`config.mk`:
```
export PLATFORM = sky130hd
export DESIGN_NAME = min_key_scheduler
export DESIGN_NICKNAME = d
export VERILOG_FILES = /design/src/rtl/min_key_scheduler.sv
export SDC_FILE = /design/constraint.sdc
export NUM_CORES = 1
export LEC_CHECK = 0
export BUFFER_PORTS_ARGS = -buffer_cell sky130_fd_sc_hd__buf_2
export CAP_MARGIN = 20
export CORE_ASPECT_RATIO = 1.4
export CORE_UTILIZATION = 57
export CTS_CLUSTER_SIZE = 8
export DETAILED_ROUTE_END_ITERATION = 16
export PLACE_DENSITY = 0.85
export SLEW_MARGIN = 20
export SYNTH_ARGS = -nofsm -noshare
export SYNTH_HDL_FRONTEND = slang
export SYNTH_SLANG_ARGS = --single-unit
```
`constraint.sdc`:
```
create_clock -name clk -period 4.4 [get_ports clk]
set_clock_uncertainty 0.1 [all_clocks]
set_input_delay 0.44 -clock clk [delete_from_list [all_inputs] [get_ports clk]]
set_output_delay 0.44 -clock clk [all_outputs]
set_load 0.02 [all_outputs]
```
`src/rtl/min_key_scheduler.sv`:
```
// min_key_scheduler: snapshots pending requests and keys, then walks one
// requester per cycle through a single shared comparator to find the smallest
// key (lowest index wins ties) and presents it over a valid/ready grant.

// Shared key comparator: unsigned strict less-than.
module min_key_cmp #(
  parameter int input_size = 8
) (
  input  logic [input_size-1:0] input1,
  input  logic [input_size-1:0] input2,
  output logic                  less
);
  assign less = (input1 < input2);
endmodule

module min_key_scheduler #(
  parameter int NUM_REQ   = 4,
  parameter int KEY_WIDTH = 8,
  parameter int IDX_WIDTH = 2
) (
  input  logic                         clk,
  input  logic                         reset,
  input  logic [NUM_REQ-1:0]           req,
  input  logic [NUM_REQ*KEY_WIDTH-1:0] keys,
  output logic                         grant_valid,
  input  logic                         grant_ready,
  output logic [IDX_WIDTH-1:0]         grant_idx,
  output logic [KEY_WIDTH-1:0]         grant_key,
  output logic                         busy
);

  typedef enum logic [1:0] {IDLE, SCAN, GRANT} state_t;

  localparam logic [IDX_WIDTH-1:0] LAST = IDX_WIDTH'(NUM_REQ - 1);

  state_t                              state_q, state_d;
  logic [IDX_WIDTH-1:0]                ptr_q, ptr_d;
  logic [NUM_REQ-1:0]                  snap_req_q, snap_req_d;
  logic [NUM_REQ-1:0][KEY_WIDTH-1:0]   snap_keys_q, snap_keys_d;
  logic [IDX_WIDTH-1:0]                best_idx_q, best_idx_d;
  logic [KEY_WIDTH-1:0]                best_key_q, best_key_d;
  logic                                best_valid_q, best_valid_d;
  logic                                grant_valid_q, grant_valid_d;
  logic [IDX_WIDTH-1:0]                grant_idx_q, grant_idx_d;
  logic [KEY_WIDTH-1:0]                grant_key_q, grant_key_d;
  logic                                busy_q, busy_d;

  logic                                cmp_less;
  logic                                take;
  logic [IDX_WIDTH-1:0]                cand_idx;
  logic [KEY_WIDTH-1:0]                cand_key;

  // The one comparator: current scanned key against the running best.
  min_key_cmp #(.input_size(KEY_WIDTH)) u_cmp (
    .input1 (snap_keys_q[ptr_q]),
    .input2 (best_key_q),
    .less   (cmp_less)
  );

  // Next-state: capture in IDLE, one compare per SCAN cycle, hold in GRANT.
  always_comb begin
    state_d       = state_q;
    ptr_d         = ptr_q;
    snap_req_d    = snap_req_q;
    snap_keys_d   = snap_keys_q;
    best_idx_d    = best_idx_q;
    best_key_d    = best_key_q;
    best_valid_d  = best_valid_q;
    grant_valid_d = grant_valid_q;
    grant_idx_d   = grant_idx_q;
    grant_key_d   = grant_key_q;
    // Equal keys keep the incumbent, so the lowest index wins ties.
    take          = snap_req_q[ptr_q] && (!best_valid_q || cmp_less);
    cand_idx      = take ? ptr_q : best_idx_q;
    cand_key      = take ? snap_keys_q[ptr_q] : best_key_q;
    unique case (state_q)
      IDLE: begin
        if (|req) begin
          snap_req_d   = req;
          snap_keys_d  = keys;
          ptr_d        = '0;
          best_valid_d = 1'b0;
          state_d      = SCAN;
        end
      end
      SCAN: begin
        best_idx_d   = cand_idx;
        best_key_d   = cand_key;
        best_valid_d = best_valid_q | take;
        if (ptr_q == LAST) begin
          grant_idx_d   = cand_idx;
          grant_key_d   = cand_key;
          grant_valid_d = 1'b1;
          state_d       = GRANT;
        end else begin
          ptr_d = ptr_q + 1'b1;
        end
      end
      GRANT: begin
        if (grant_ready) begin
          grant_valid_d = 1'b0;
          state_d       = IDLE;
        end
      end
      default: state_d = IDLE;
    endcase
    busy_d = (state_d != IDLE);
  end

  // State and registered outputs; reset drops any pending grant.
  always_ff @(posedge clk) begin
    if (reset) begin
      state_q       <= IDLE;
      ptr_q         <= '0;
      snap_req_q    <= '0;
      snap_keys_q   <= '0;
      best_idx_q    <= '0;
      best_key_q    <= '0;
      best_valid_q  <= 1'b0;
      grant_valid_q <= 1'b0;
      grant_idx_q   <= '0;
      grant_key_q   <= '0;
      busy_q        <= 1'b0;
    end else begin
      state_q       <= state_d;
      ptr_q         <= ptr_d;
      snap_req_q    <= snap_req_d;
      snap_keys_q   <= snap_keys_d;
      best_idx_q    <= best_idx_d;
      best_key_q    <= best_key_d;
      best_valid_q  <= best_valid_d;
      grant_valid_q <= grant_valid_d;
      grant_idx_q   <= grant_idx_d;
      grant_key_q   <= grant_key_d;
      busy_q        <= busy_d;
    end
  end

  assign grant_valid = grant_valid_q;
  assign grant_idx   = grant_idx_q;
  assign grant_key   = grant_key_q;
  assign busy        = busy_q;

endmodule

```
==> summary.txt, run 1 <==
Synth
  • Post-synth EDFFs: 0
  • Yosys top cell area share: 44.6%
  • Synth Flop Type: dfxtp_1
  • Largest cells by area after synthesis: dfxtp_1 (45%), nand2_1 (9.3%), a21oi_1 (8.8%)
  • Top cell type by total area after synthesis: dfxtp_1
  • Post-Syn Area: 2830 sq um
  • Sequential fraction of the synthesis area: 44.6%
  • Syn nets: 386
  • Synth Register Bits: 63
  • Ys async rst share: 0%
  • Count leader, synth: nand2_1
  • Mean post-synth cell area: 8.34 sq um
  • Synth cell count leaders: nand2_1 (70), dfxtp_1 (63), a21oi_1 (50), nor2_1 (23)
  • Synth warn: 0
  • Syn Inst Count: 339
  • Post-synth cell types: 36

Critical path
  • CP Launch Type: flop
  • Kind of critical path: reg -> reg
  • Crit. End Element: flop
  • CP required: 4.54 ns
  • Crit-path slowest cell: dfxtp_1
  • Buf/Inv on CP: 0
  • CP startpoint: ptr_q[0]
  • Critical path's largest stage delay: 0.79 ns
  • Crit Reg-Reg Startpoint: ptr_q[0]
  • Critical path, cell by cell: mux4_2 > ha_1 > and4_1 > a21boi_0 > o31a_1 > o21ai_0 > a311oi_1
  • Crit path max-delay family: compound AO/OA/AOI/OAI gates
  • Critical path arrival: 3.74 ns
  • Largest fanout on the critical path: 20

Route
  • Via/cell ratio: 5.68
  • Drt first pass iters: 7
  • DRC: 0
  • DRT Wirelength: 6210 um
  • WL per Instance: 13.9 um
  • Routed Antenna Nets: 0
  • Routed vias: 2528
  • Initial DRC count: 203

Die
  • Die ar.: 5250 sq um
  • Io pins: 51
  • Initial Util: 58.9%
  • Die height: 85.3 um
  • Core Box Area: 4800 sq um
  • Die X-Extent: 61.5 um
  • Cell row count: 30

Place
  • Final GP Congestion: 0.923
  • PortBufs: 50
  • DP HPWL: 4260 um
  • Area post-placement: 3080 sq um
  • Dpl cells: 430

Global routing
  • Global route overflow: 0
  • Largest net degree at the start of global routing: 63
  • Vias in the first global route: 2317
  • Total track usage: 26.5%
  • First-pass GRT wire length: 10400 um
  • Initial antenna violation count: 0

Clock tree
  • # Post-CTS Setup Buffers: 0
  • Root Buffer: clkbuf_8
  • TritonCTS clock tree: done
  • Num Clock Sinks: 63
  • CTS Buf Count: 9
  • PostCTS Resize Cnt: 0
  • Clock Pin Slew Worst Setup and Hold Paths: 0.07 ns
  • Clk buf depth: 2
  • Worst-skew pair later-pin latency: 0.34 ns
  • # H-tree levels: 3
  • CTS hold repair buffers: 0

Min path
  • Worst hold path type: in -> reg
  • Hold path startpoint: keys[10]

Pwr
  • Total power: 0.00126 W
  • PD cells: 387 nW/um^2
  • Max IR drop VDD: 0.222 mV
  • Static leakage: 1.25 nW

Timing
  • Final count of pins violating max slew: 0
  • Peak Freq: 278 MHz
  • Final setup vio count: 0
  • Max-slew headroom: 26.3%
  • Final min period: 3.60 ns
  • Slew of the pin with the lowest slew margin: 1.11 ns
  • Final hold slack: 0.236 ns
  • Fin crit share: 81.8%
  • Setup TNS: 0 ns
  • Final hold violation count: 0
  • RSZ-0062 raised after global routing: false

Final layout
  • Final cell count without fillers: 445
  • Ant. Diodes: 0
  • Nets: 424
  • Non-Filler Cell Area, Final: 3260 sq um
  • Share of layout cells above drive strength 1: 21.5%
  • Area Overhead vs Synth: 15.2%
  • Fillers: 433

Run
  • Max_cap viols: 0

Status
  • Status: complete, no violations
==> logic make-up after synthesis <==
family | count (synthesis) | synth area share [%]
AND/OR/NAND/NOR | 132 | 20.3
adder cells (fa/ha/maj) | 8 | 3.54
buffers and inverters | 35 | 5.27
multiplexers | 12 | 7.96
AO/OA/AOI/OAI | 89 | 18.4
flip-flops | 63 | 44.6
==> final timing paths <==
check | endpoint | slack [ns] | cells past startpoint
setup reg to reg | grant_idx[0] | 0.80 | 7
hold reg to reg | snap_keys_q[30] | 0.35 | 2
setup / recovery | grant_idx[0] | 0.80 | 7
hold / removal | snap_keys_q[10] | 0.24 | 3
==> metal layers <==
layer  up-vias  routed length [um]  GRT usage [%]  part of all wire [%]
li1       1260                   -              -                     -
met2        85                3270           43.6                    53
met3        11                 298           4.73                   4.8
met1      1172                2540           33.5                    41
met5         -                   0              0                     0
met4         0                  97           10.7                   1.6
==> tightest hold or removal path: cells and delay by family <==
kind / cells / cell delay (ns)
and+or+nand+nor: 1 / 0.04
AOI/OAI and AO/OA: 1 / 0.05
buffers and inverters: 1 / 0.09
==> final cells by class <==
type                    count  area (sq um)  share of cell area (%)
clock buffers              11           131                    4.03
multi-input cells         241          1430                    43.8
repair buffers             54           280                    8.60
inverters                   8          30.0                   0.922
flip-flops and latches     63          1260                    38.7
well taps                  64          80.1                    2.46
clock inverters             4          47.5                    1.46
==> layout by cell type, fill, tap and decap left out, types with 2 or more instances in the layout <==
cell and n:
and4_1 2, a22oi_1 2, ha_1 8, nor3_2 2
nand2_1 70, o21ai_1 11, clkinv_2 2, nor2_1 23
clkbuf_8 9, mux4_2 7, nand3_1 22, inv_1 8
a311oi_1 10, buf_4 4, a21oi_1 50, dfxtp_1 63
buf_2 50, nand2b_1 6, o21ai_0 9, clkbuf_1 2
mux2i_1 3
==> through the flow <==
stage / setup slack, ns / util (%)
after floorplan: 1.50 / -
after CTS: 0.817 / 67.8
final: 0.802 / 67.8
after detailed placement: 0.866 / 64.1
after global placement: 0.999 / 64.1
after global routing: 0.547 / 67.8
==> power by group <==
part	switching, W	internal (W)
Combinational	0.0000946	0.0000675
Sequential	0.0000248	0.000601
Clock	0.000218	0.000257
Total	0.000337	0.000925
==> state kept, by name, summed over array words and instances (netlist names), 2 cells and up <==
name         cells
snap_keys_q     32
ptr_q            2
best_idx_q       2
snap_req_q       4
state_q          2
grant_idx        2
best_key_q       8
grant_key        8
(Power assumes the default switching activity.)
==> run 2, diff against run 1 <==
Settings changed: CORE_UTILIZATION 57 to 55, PLACE_DENSITY 0.85 to 0.83.
Clock period 4.4 ns to 3.35 ns, I/O delays scaled along.
==> summary.txt, run 2 (synthesized netlist as in run 1, its figures left out) <==
Status
  • Status: complete, no violations

Timing
  • Final count of pins violating max slew: 0 (unchanged)
  • Final setup vio count: 0 (unchanged)
  • Fin crit share: 88.1% (+6.3 points)
  • Peak Freq: 339 MHz (+22%)
  • Max-slew headroom: 63.7% (+37 points)
  • Slew of the pin with the lowest slew margin: 0.544 ns (-0.562 ns)
  • Setup TNS: 0 ns (unchanged)
  • Final hold violation count: 0 (unchanged)
  • Final hold slack: 0.126 ns (-0.109 ns)
  • Final min period: 2.95 ns (-0.647 ns)
  • RSZ-0062 raised after global routing: false

Route
  • Drt first pass iters: 4 (-3)
  • Routed vias: 2507 (-0.83%)
  • Initial DRC count: 151 (-26%)
  • DRT Wirelength: 5990 um (-3.5%)
  • DRC: 0 (unchanged)
  • Via/cell ratio: 5.56 (-2.2%)
  • Routed Antenna Nets: 0 (unchanged)
  • WL per Instance: 13.3 um (-4.8%)

Die
  • Die ar.: 5440 sq um (+3.5%)
  • Io pins: 51 (unchanged)
  • Die height: 86.8 um (+1.8%)
  • Initial Util: 57.9% (-0.91 points)
  • Core Box Area: 4880 sq um (+1.6%)
  • Die X-Extent: 62.6 um (+1.7%)
  • Cell row count: 30 (unchanged)

Critical path
  • CP Launch Type: flop
  • Kind of critical path: reg -> reg
  • Critical path arrival: 3.12 ns (-0.62 ns)
  • Largest fanout on the critical path: 14 (-30%)
  • CP required: 3.52 ns (-1.02 ns)
  • Crit. End Element: flop

Place
  • PortBufs: 50 (unchanged)
  • DP HPWL: 4280 um (+0.35%)
  • Final GP Congestion: 0.833 (-9.7%)

Final layout
  • Nets: 429 (+1.2%)
  • Most common cell after layout, fill and taps aside: nand2_1
  • Fillers: 405 (-6.5%)
  • Multi-input logic area: 1430 sq um (about the same)
  • Most frequent cells in the layout: nand2_1 (70), dfxtp_1 (62), a21oi_1 (50), buf_2 (50), nor2_1 (23)
  • Share of layout cells above drive strength 1: 23.0% (+1.5 points)
  • Ant. Diodes: 0 (unchanged)
  • Max reg flops: 32 (unchanged)
  • Area Overhead vs Synth: 17.1%
  • Register Area: 1260 sq um (about the same)
  • Top reg by flops: snap_keys_q

Clock tree
  • CTS hold repair buffers: 0 (unchanged)
  • Clock Pin Slew Worst Setup and Hold Paths: 0.07 ns (about the same)
  • Num Clock Sinks: 63 (unchanged)
  • PostCTS Resize Cnt: 0 (unchanged)
  • Clk buf depth: 2 (unchanged)
  • Root Buffer: clkbuf_8
  • Worst-skew pair later-pin latency: 0.34 ns (about the same)
  • # H-tree levels: 3 (unchanged)
  • CTS Buf Count: 9 (unchanged)
  • # Post-CTS Setup Buffers: 0 (unchanged)
  • TritonCTS clock tree: done

Pwr
  • Total power: 0.00168 W (+33%)
  • Max IR drop VDD: 0.380 mV (+71%)
  • Psw: 0.000435 W (+29%)
  • Sw frac: 25.9% (-0.80 points)
  • Sequential power share: 48.6% (-1.0 points)
  • PD cells: 507 nW/um^2 (+31%)
  • Static leakage: 1.28 nW (+2.5%)
  • Clk pwr share: 38.3% (+0.7 points)
  • Gate power share: 13.0% (+0.2 points)
  • Int Pwr: 0.00124 W (+35%)

Global routing
  • Initial antenna violation count: 0 (unchanged)
  • Largest net degree at the start of global routing: 39 (-38%)
  • Total track usage: 24.5% (-2.0 points)
  • Vias in the first global route: 2338 (+0.91%)
  • Global route overflow: 0 (unchanged)
  • First-pass GRT wire length: 10200 um (-2.6%)

Min path
  • Worst hold path type: in -> reg

Run
  • Max_cap viols: 0 (unchanged)
==> run 2: cell types whose count changed in the layout (fill, tap and decap cells not counted), sizes merged <==
cell and delta:
clkbuf +2, clkinv -1, buf +5
==> run 2: power groups by stage <==
stage / Sequential (W) / Clock [W] / Combinational, W
3_5_place_dp: 0.000834 / 0 / 0.000218
6_report: 0.000817 / 0.000643 / 0.000219
4_1_cts: 0.000817 / 0.000649 / 0.000220
2_1_floorplan: 0.000822 / 0 / 0.000162
3_3_place_gp: 0.000832 / 0 / 0.000212
5_1_grt: 0.000821 / 0.000687 / 0.000247
==> run 2: area by class of cell <==
type | count | area share (%)
Clock buffer | 13 | 4.50
Clock inverter | 3 | 1.28
Inverter | 8 | 0.907
Multi-Input combinational cell | 241 | 43.2
Sequential cell | 63 | 38.1
Tap cell | 64 | 2.42
Timing Repair Buffer | 59 | 9.60
==> run 2: worst paths after layout <==
check | startpoint | end | cells after the start | slack [ns]
worst min-delay path | keys[6] | snap_keys_q[6] | 3 | 0.13
worst max-delay path | ptr_q[1] | best_key_q[0] | 8 | 0.40
worst min register to register | snap_keys_q[18] | snap_keys_q[18] | 2 | 0.35
worst max register to register | ptr_q[1] | best_key_q[0] | 8 | 0.40
==> run 2: through the flow <==
| stage | utilization, % | setup slack, ns | area (sq um) | cells |
|---|---|---|---|---|
| final | 67.8 | 0.399 | 3310 | 451 |
| after global placement | 63.9 | 0.326 | 3120 | 435 |
| after global routing | 67.8 | 0.181 | 3310 | 451 |
| after CTS | 67.8 | 0.153 | 3310 | 451 |
| after floorplan | - | 0.448 | 2830 | 339 |
| after detailed placement | 63.9 | 0.184 | 3120 | 435 |
==> run 2: critical path: stages, from the launching register on <==
cell and delay [ns]:
dfxtp_1 0.54, mux4_2 0.60, ha_1 0.32, and4_1 0.22, a21boi_0 0.29, o31a_2 0.34, buf_4 0.20, o21ai_1 0.08
a21oi_1 0.17
==> run 2: metal layers <==
metal / track usage (%) / routed length [um] / vias up
li1: - / - / 1267
met1: 27.4 / 2450 / 1148
met2: 41.8 / 3110 / 78
met3: 5.13 / 281 / 14
met4: 16.7 / 152 / 0
met5: 0 / 0 / -
==> run 3, diff against run 2 <==
Settings changed: CORE_ASPECT_RATIO 1.4 to 1.75, RECOVER_POWER set to 50.
==> summary.txt, run 3 (synthesized netlist as in run 1, its figures left out) <==
Critical path
  • Kind of critical path: reg -> reg
  • Crit. End Element: flop
  • Critical path arrival: 3.18 ns (+0.06 ns)
  • R2R Setup Slk: 0.29 ns (-0.11 ns)
  • End point of the critical path: best_key_q[7]
  • CP Launch Type: flop
  • CP startpoint: ptr_q[0]
  • Largest fanout on the critical path: 11 (-3)
  • Crit Reg-Reg Startpoint: ptr_q[0]
  • CP required: 3.46 ns (-0.06 ns)
  • Worst R2R End: best_key_q[7]
  • Reg2reg path depth: 7 (-1)

Route
  • Routed vias: 2510 (+0.12%)
  • Top Layer Used: met4
  • DRC: 0 (unchanged)
  • Via/cell ratio: 5.69 (+2.4%)
  • Met3 wire len: 243 um (-14%)
  • Initial DRC count: 90 (-40%)
  • DRT Wirelength: 6090 um (+1.7%)
  • Met2 WL post-DR: 3400 um (+9.3%)
  • WL per Instance: 13.8 um (+4.0%)
  • Drt first pass iters: 4 (unchanged)
  • Routed Antenna Nets: 0 (unchanged)
  • Wire length on met1: 2360 um (-3.8%)

Timing
  • Setup TNS: 0 ns (unchanged)
  • Final hold slack: 0.129 ns (+0.00286 ns)
  • Max-slew headroom: 7.08% (-57 points)
  • Final hold violation count: 0 (unchanged)
  • Peak Freq: 326 MHz (-3.7%)
  • RSZ-0062 raised after global routing: false
  • Fin crit share: 91.5% (+3.4 points)
  • Final setup vio count: 0 (unchanged)
  • Final count of pins violating max slew: 0 (unchanged)
  • Final min period: 3.06 ns (+0.114 ns)
  • Slew of the pin with the lowest slew margin: 1.39 ns (+0.849 ns)

Pwr
  • Int Pwr: 0.00122 W (-2.3%)
  • Total power: 0.00164 W (-2.2%)
  • Max IR drop VDD: 0.435 mV (+15%)
  • Psw: 0.000427 W (-1.9%)
  • Static leakage: 1.22 nW (-4.7%)
  • Gate power share: 13.2% (+0.2 points)
  • Clk pwr share: 37.0% (-1.3 points)
  • Sequential power share: 49.8% (+1.2 points)
  • Sw frac: 26.0% (+0.074 points)
  • PD cells: 502 nW/um^2 (-0.94%)

Die
  • Die ar.: 5440 sq um (+0.13%)
  • Die height: 96.9 um (+12%)
  • Initial Util: 56.8% (-1.1 points)
  • Cell row count: 34 (+13%)
  • Io pins: 51 (unchanged)
  • Die X-Extent: 56.2 um (-10%)
  • Core Box Area: 4980 sq um (+2.0%)

Clock tree
  • Clk buf depth: 2 (unchanged)
  • CTS Buf Count: 9 (unchanged)
  • PostCTS Resize Cnt: 0 (unchanged)
  • Num Clock Sinks: 63 (unchanged)
  • Worst-skew pair later-pin latency: 0.34 ns (about the same)
  • # H-tree levels: 3 (unchanged)
  • TritonCTS clock tree: done
  • # Post-CTS Setup Buffers: 0 (unchanged)
  • Clock Pin Slew Worst Setup and Hold Paths: 0.07 ns (about the same)
  • CTS hold repair buffers: 0 (unchanged)
  • Root Buffer: clkbuf_8

Place
  • DP HPWL: 4420 um (+3.4%)
  • Dpl cells: 426 (-2.1%)
  • Final GP Congestion: 0.853 (+2.4%)
  • PortBufs: 50 (unchanged)

Final layout
  • Ant. Diodes: 0 (unchanged)
  • Final cell count without fillers: 441 (-2.2%)
  • Top reg by flops: snap_keys_q
  • Nets: 430 (+0.23%)
  • Most common cell after layout, fill and taps aside: nand2_1
  • Most frequent cells in the layout: nand2_1 (70), dfxtp_1 (63), a21oi_1 (50)
  • Share of layout cells above drive strength 1: 19.1% (-3.9 points)
  • Fin util: 65.7% (-2.2 points)
  • Max reg flops: 32 (unchanged)
  • Area Overhead vs Synth: 15.6%

Min path
  • Worst hold path type: in -> reg

Global routing
  • Total track usage: 24.2% (-0.32 points)
  • Vias in the first global route: 2291 (-2.0%)
  • Initial antenna violation count: 0 (unchanged)
  • First-pass GRT wire length: 10200 um (+0.34%)
  • Largest net degree at the start of global routing: 38 (-2.6%)
  • Global route overflow: 0 (unchanged)

Run
  • Max_cap viols: 0 (unchanged)

Status
  • Status: complete, no violations
## run 3: cell types whose count changed in the layout (fill, tap and decap cells not counted)
cell and delta:
buf_2 -12, buf_4 -1, clkbuf_1 +13, clkbuf_8 -1
clkinv_2 +1, dfxtp_1 +1, dfxtp_2 -1, o31a_1 +1
o31a_2 -1
## run 3: how the worst min path moves through the flow
stage                    start              end  depth (start not counted)
2_1_floorplan   snap_keys_q[9]   snap_keys_q[9]                          2
3_3_place_gp    snap_keys_q[9]   snap_keys_q[9]                          2
3_5_place_dp   snap_keys_q[28]  snap_keys_q[28]                          2
4_1_cts               keys[10]  snap_keys_q[10]                          3
5_1_grt               keys[14]  snap_keys_q[14]                          3
6_report              keys[10]  snap_keys_q[10]                          3
## run 3: stage by stage
stage               worst slack (ns)  area (sq um)
floorplan                      0.448          2830
global placement               0.341          3110
detailed placement             0.294          3110
CTS                            0.282          3290
global route                  0.0383          3270
finish                         0.285          3270
## run 3: power groups by stage
stage	registers (W)	logic [W]	clock network [W]
final	0.000819	0.000216	0.000607
after detailed placement	0.000835	0.000217	0
after global routing	0.000823	0.000242	0.000658
after global placement	0.000834	0.000212	0
after CTS	0.000818	0.000218	0.000622
after floorplan	0.000822	0.000162	0
## run 3: routing by layer
metal,global-route usage [%],up-vias
met4,9.01,0
met5,0,-
li1,-,1270
met3,6.82,9
met1,25.5,1173
met2,44.3,58
## run 3: critical path, stage by stage, from the launching register on
cell and delay [ns]:
dfxtp_1 0.67, mux4_1 0.70, ha_1 0.29, and4_1 0.20, o211a_4 0.15, or3_1 0.53, o21ai_1 0.20, a21oi_1 0.08
## run 3: cell type report
type | count | area, sq um
Clock buffer | 11 | 131
Inverter | 8 | 30.0
Sequential cell | 63 | 1260
Multi-Input combinational cell | 241 | 1430
Clock inverter | 4 | 47.5
Fill cell | 463 | 1710
Tap cell | 54 | 67.6
Timing Repair Buffer | 60 | 303
